## config.mk

```make
export PLATFORM = sky130hd
export DESIGN_NAME = ga_trace_buffer
export DESIGN_NICKNAME = d
export VERILOG_FILES = /design/src/rtl/ga_trace_buffer.sv
export SDC_FILE = /design/constraint.sdc
export NUM_CORES = 2
export LEC_CHECK = 0
export CAP_MARGIN = 20
export CORE_ASPECT_RATIO = 0.5
export CORE_MARGIN = 1.5
export CORE_UTILIZATION = 55
export CTS_BUF_LIST = sky130_fd_sc_hd__clkbuf_4 sky130_fd_sc_hd__clkbuf_8
export DETAILED_ROUTE_END_ITERATION = 10
export MAX_ROUTING_LAYER = met4
export PLACE_DENSITY_LB_ADDON = 0.25
export SLEW_MARGIN = 40
export SYNTH_ARGS = -nofsm -noshare
export SYNTH_HDL_FRONTEND = slang
export SYNTH_SLANG_ARGS = --single-unit
```

## constraint.sdc

```tcl
create_clock -name clk -period 8.3 [get_ports clk]
set_input_delay 1.245 -clock clk [delete_from_list [all_inputs] [get_ports clk]]
set_output_delay 1.245 -clock clk [all_outputs]
set_load 0.03 [all_outputs]
```

## src/rtl/ga_trace_buffer.sv

```systemverilog
// ga_trace_buffer: records {best_fit, best} once per GA generation, then
// streams the history out in generation order on a valid/ready interface.
module ga_trace_buffer #(
  parameter int unsigned CHROM_W = 8,
  parameter int unsigned FIT_W   = 27,
  parameter int unsigned DEPTH   = 100,
  localparam int unsigned CNT_W  = $clog2(DEPTH + 1),
  localparam int unsigned DATA_W = FIT_W + CHROM_W
) (
  input  logic              clk,
  input  logic              reset,
  input  logic              gen_strobe,
  input  logic [CHROM_W-1:0] best,
  input  logic [FIT_W-1:0]   best_fit,
  input  logic              finished,
  output logic [DATA_W-1:0] out_data,
  output logic              out_valid,
  input  logic              out_ready,
  output logic              out_last,
  output logic [CNT_W-1:0]  count,
  output logic              overflow,
  output logic              done
);

  typedef enum logic [1:0] {
    ST_CAPTURE = 2'd0,
    ST_DRAIN   = 2'd1,
    ST_DONE    = 2'd2
  } state_e;

  state_e              state_q, state_d;
  logic [CNT_W-1:0]    wr_ptr_q, wr_ptr_d;
  logic [CNT_W-1:0]    rd_ptr_q, rd_ptr_d;
  logic [CNT_W-1:0]    count_q, count_d;
  logic                overflow_q, overflow_d;
  logic                out_valid_q, out_valid_d;
  logic                out_last_q, out_last_d;
  logic                done_q, done_d;
  logic [DATA_W-1:0]   out_data_q, out_data_d;
  logic                mem_we;
  logic [DATA_W-1:0]   wr_data;
  logic [DATA_W-1:0]   mem_q [DEPTH];

  assign wr_data = {best_fit, best};

  // State and registered outputs/pointers, synchronous reset
  always_ff @(posedge clk) begin
    if (reset) begin
      state_q     <= ST_CAPTURE;
      wr_ptr_q    <= '0;
      rd_ptr_q    <= '0;
      count_q     <= '0;
      overflow_q  <= 1'b0;
      out_valid_q <= 1'b0;
      out_last_q  <= 1'b0;
      done_q      <= 1'b0;
      out_data_q  <= '0;
    end else begin
      state_q     <= state_d;
      wr_ptr_q    <= wr_ptr_d;
      rd_ptr_q    <= rd_ptr_d;
      count_q     <= count_d;
      overflow_q  <= overflow_d;
      out_valid_q <= out_valid_d;
      out_last_q  <= out_last_d;
      done_q      <= done_d;
      out_data_q  <= out_data_d;
    end
  end

  // History storage; contents are not reset
  always_ff @(posedge clk) begin
    if (mem_we && !reset) begin
      mem_q[wr_ptr_q] <= wr_data;
    end
  end

  // Next-state logic: CAPTURE -> DRAIN -> DONE, DONE holds until reset
  always_comb begin
    state_d = state_q;
    case (state_q)
      ST_CAPTURE: begin
        if (finished) state_d = ST_DRAIN;
      end
      ST_DRAIN: begin
        if (count_q == '0) begin
          state_d = ST_DONE;
        end else if (out_valid_q && out_ready && out_last_q) begin
          state_d = ST_DONE;
        end
      end
      ST_DONE:  state_d = ST_DONE;
      default:  state_d = ST_CAPTURE;
    endcase
  end

  // Datapath/output next values
  always_comb begin
    wr_ptr_d    = wr_ptr_q;
    rd_ptr_d    = rd_ptr_q;
    count_d     = count_q;
    overflow_d  = overflow_q;
    out_valid_d = out_valid_q;
    out_last_d  = out_last_q;
    done_d      = done_q;
    out_data_d  = out_data_q;
    mem_we      = 1'b0;
    case (state_q)
      ST_CAPTURE: begin
        if (gen_strobe) begin
          if (count_q < CNT_W'(DEPTH)) begin
            mem_we   = 1'b1;
            wr_ptr_d = wr_ptr_q + CNT_W'(1);
            count_d  = count_q + CNT_W'(1);
          end else begin
            overflow_d = 1'b1;
          end
        end
        // Present entry 0 on the first DRAIN cycle; bypass a same-cycle write to it
        if (finished) begin
          rd_ptr_d    = '0;
          out_valid_d = (count_d != '0);
          out_last_d  = (count_d == CNT_W'(1));
          if (count_d != '0) begin
            out_data_d = (mem_we && (wr_ptr_q == '0)) ? wr_data : mem_q[0];
          end
        end
      end
      ST_DRAIN: begin
        if (count_q == '0) begin
          done_d = 1'b1;
        end else if (out_valid_q && out_ready) begin
          if (out_last_q) begin
            out_valid_d = 1'b0;
            out_last_d  = 1'b0;
            done_d      = 1'b1;
          end else begin
            rd_ptr_d   = rd_ptr_q + CNT_W'(1);
            out_data_d = mem_q[rd_ptr_d];
            out_last_d = (rd_ptr_d == count_q - CNT_W'(1));
          end
        end
      end
      ST_DONE: begin
        out_valid_d = 1'b0;
        out_last_d  = 1'b0;
        done_d      = 1'b1;
      end
      default: begin
        out_valid_d = 1'b0;
      end
    endcase
  end

  assign out_data  = out_data_q;
  assign out_valid = out_valid_q;
  assign out_last  = out_last_q;
  assign count     = count_q;
  assign overflow  = overflow_q;
  assign done      = done_q;

endmodule

```

==> out/qor.csv <==
stage;metric;value;unit
setup_path;rr_startpoint;rd_ptr_q[0];
drt;wl;390200;um
placed_design;io_buffers;85;
logic_synthesis;syn_area;137400;um^2
clock_network;postCtsSetupBuffers;0;
global_route;antenna_found_initial;26;
drt;via_count;69710;
run;max_cap_violations;0;
logic_synthesis;avgSynthCellArea;22.80;um^2
power;leakage;46.06;nW
finish;final_common_cell;edfxtp_1;
sta;period_share;59.75;%
clock_network;hold_buffers;0;
sta;rsz0062_at_grt;no;
die;row_count;129;
worst_hold_path;hold_path_end;overflow;
sta;slew-limit-headroom;32.74;%
logic_synthesis;syn_nets;6075;
clock_network;htreeDepth;5;
global_route;grt_max_degree;123;
drt;post-route-drc-count;0;
logic_synthesis;syn_inst;6025;
outcome;outcome;complete, no violations;
logic_synthesis;ys.warnings.count;0;
finish;fin_area;153200;um^2
placed_design;gp_congestion;0.9546;
logic_synthesis;async_flop_share;0;%
finish;layout_common_cells;edfxtp_1 (3500), mux4_2 (999), clkbuf_8 (507), nand2_1 (307), buf_4 (211);
sta;max_freq;0.2017;GHz
sta;period_needed;4.959;ns
clock_network;clockBufferDepth;4;
sta;hold_violations;0;
setup_path;path_class;flop to flop;
die;io_pins;86;
worst_hold_path;hp-class;flop to flop;
sta;setup_viol;0;
finish;fin_nets;6545;
power;power;37.28;mW
die;die_h;356.4;um
logic_synthesis;synthFlopType;edfxtp_1;
power;irDropWorstVdd;0.0001404;V
drt;drt-initial-drc-count;12360;
die;die_x;709.8;um
sta;drv_slew;0;
finish;drive_above_1_share;31.35;%
drt;wire_per_inst;38.15;um
global_route;gr-usage-all-layers;32.00;%
setup_path;cp.required;9.22;ns
logic_synthesis;synth-edff-count;3500;
clock_network;clkTransAtPathRegs;0.07;ns
global_route;grt_pass1_wl;539500;um
drt;routed_via_density;6.816;
setup_path;startpoint_type;flop;
global_route;grt_pass1_vias;68740;
logic_synthesis;ys_seq_elements;3562;
logic_synthesis;synth_top_area_cell;edfxtp_1;
setup_path;r2r_setup_slack;3.34;ns
setup_path;r2r-end;out_data[29];
drt;ant_nets;0;
placed_design;detailed_place_hpwl;215900;um
clock_network;clock_sinks;3562;
placed_design;dpl_cell_area;143600;um^2
clock_network;numCtsBuffers;481;
logic_synthesis;synth_top_area_share;76.50;%
sta;setup-tns-final;0;ns
drt;drt-pass1-iter-count;6;
clock_network;worstSkewPairLatency;1.04;ns
setup_path;worstSetupEndpointType;flop;
finish;fill_cells;16340;
finish;synthToLayoutAreaGrowth;11.53;%
sta;clock_skew;0.06337;ns
die;fp.coreArea;247800;um^2
logic_synthesis;ys_seq_area_share;77.40;%
sta;tightestPinTransition;1.009;ns
global_route;overflow;0;
die;initial_utilization;55.45;%
clock_network;cts_root_buf;clkbuf_8;
logic_synthesis;synth_cell_types;69;
sta;worst_hold_slack;0.4933;ns
worst_hold_path;holdCritStartpoint;overflow;
clock_network;ctsResizeCount;0;
power;p_per_area;243.3;nW/um^2
setup_path;cp_max_fo;75;
setup_path;cp.arrival;5.87;ns
clock_network;cts_tree;built;
setup_path;worstRegToRegCells;10;
logic_synthesis;synthTopCellsByArea;edfxtp_1 (76%), mux4_2 (16%), mux2i_1 (1.1%);
die;design.die.area;253000;um^2
worst_hold_path;hold_depth;2;
synth_stat cells (all sizes together) (12+ instances only):
master and count:
a31oi 34, nor3 56, a311oi 12, a311o 18, o21ai 24, mux2i 152
a32oi 26, nand3 58, a21oi 49, nor2 207, nand2 307, xor2 14
edfxtp 3500, o2bb2ai 17, buf 220, xnor2 14, mux4 999, a211oi 17
clkbuf 118, dfxtp 62
stage by stage:
stage | util [%] | worst slack (ns) | instances
3_3_place_gp | 57.80 | 3.205 | 9333
4_1_cts | 61.78 | 3.194 | 10210
6_report | 61.85 | 3.341 | 10230
5_1_grt | 61.84 | 3.046 | 10230
2_1_floorplan | - | 3.670 | 6025
3_5_place_dp | 57.96 | 3.194 | 9347
cells by family (layout without fill, tap and decap cells):
family | after synthesis | in the layout | synth area share (%)
xor+xnor | 28 | 28 | 0.2031
flops | 3562 | 3562 | 77.40
mux | 1154 | 1154 | 17.51
compound gates | 248 | 248 | 1.346
simple gates | 676 | 676 | 2.065
other cells | 0 | 13 | 0
fa+ha+maj | 10 | 10 | 0.09107
buf+inv | 347 | 1197 | 1.385
worst max path at each step:
stage,start,endpoint,slack [ns],depth (start not counted)
5_1_grt,rd_ptr_q[0],out_data[29],3.05,10
3_5_place_dp,rd_ptr_q[0],out_data[30],3.19,9
4_1_cts,rd_ptr_q[0],out_data[30],3.19,9
6_report,rd_ptr_q[0],out_data[29],3.34,10
3_3_place_gp,rd_ptr_q[0],out_data[27],3.21,10
2_1_floorplan,gen_strobe,mem_q[51][0],3.67,7
routing by layer:
metal / part of all wire [%] / track usage [%] / wire (um)
met1: 37 / 45.95 / 143700
met2: 43 / 43.64 / 168800
met3: 16 / 10.82 / 63990
met4: 3.5 / 10.29 / 13770
met5: 0 / - / 0
flip-flops by register name (all words and copies together), names as in the netlist:
register,count
out_last,1
mem_q,3500
count,7
rd_ptr_q,7
out_valid,1
wr_ptr_q,7
overflow,1
out_data,35
done,1
state_q,2
critical path: stages (launching register included):
cell	delay [ns]
dfxtp_4	0.72
buf_12	0.52
buf_4	0.64
buf_6	0.61
mux4_2	0.60
mux2i_1	0.24
mux4_2	0.46
nor2_1	0.10
a311o_1	0.34
nor3_1	0.22
nor3_1	0.09
cell type report:
class                      count  area [um^2]  share of cell area [%]
timing repair buffer         325         3093                   2.019
sequential                  3562       106300                   69.40
multi-input combinational   2116        30080                   19.63
tap                         3340         4179                   2.727
antenna                       13        32.53                 0.02123
inverter                       9        33.78                 0.02205
clock buffer                 650         8039                   5.246
clock inverter               213         1423                  0.9284
power breakdown:
part / internal [mW] / switching [mW] / total (mW) / leakage [nW]
registers: 19.8 / 0.207 / 20.1 / 32.0
clock network: 6.82 / 6.49 / 13.3 / 5.00
logic: 1.61 / 2.31 / 3.91 / 9.09
(Power assumes the default switching activity.)
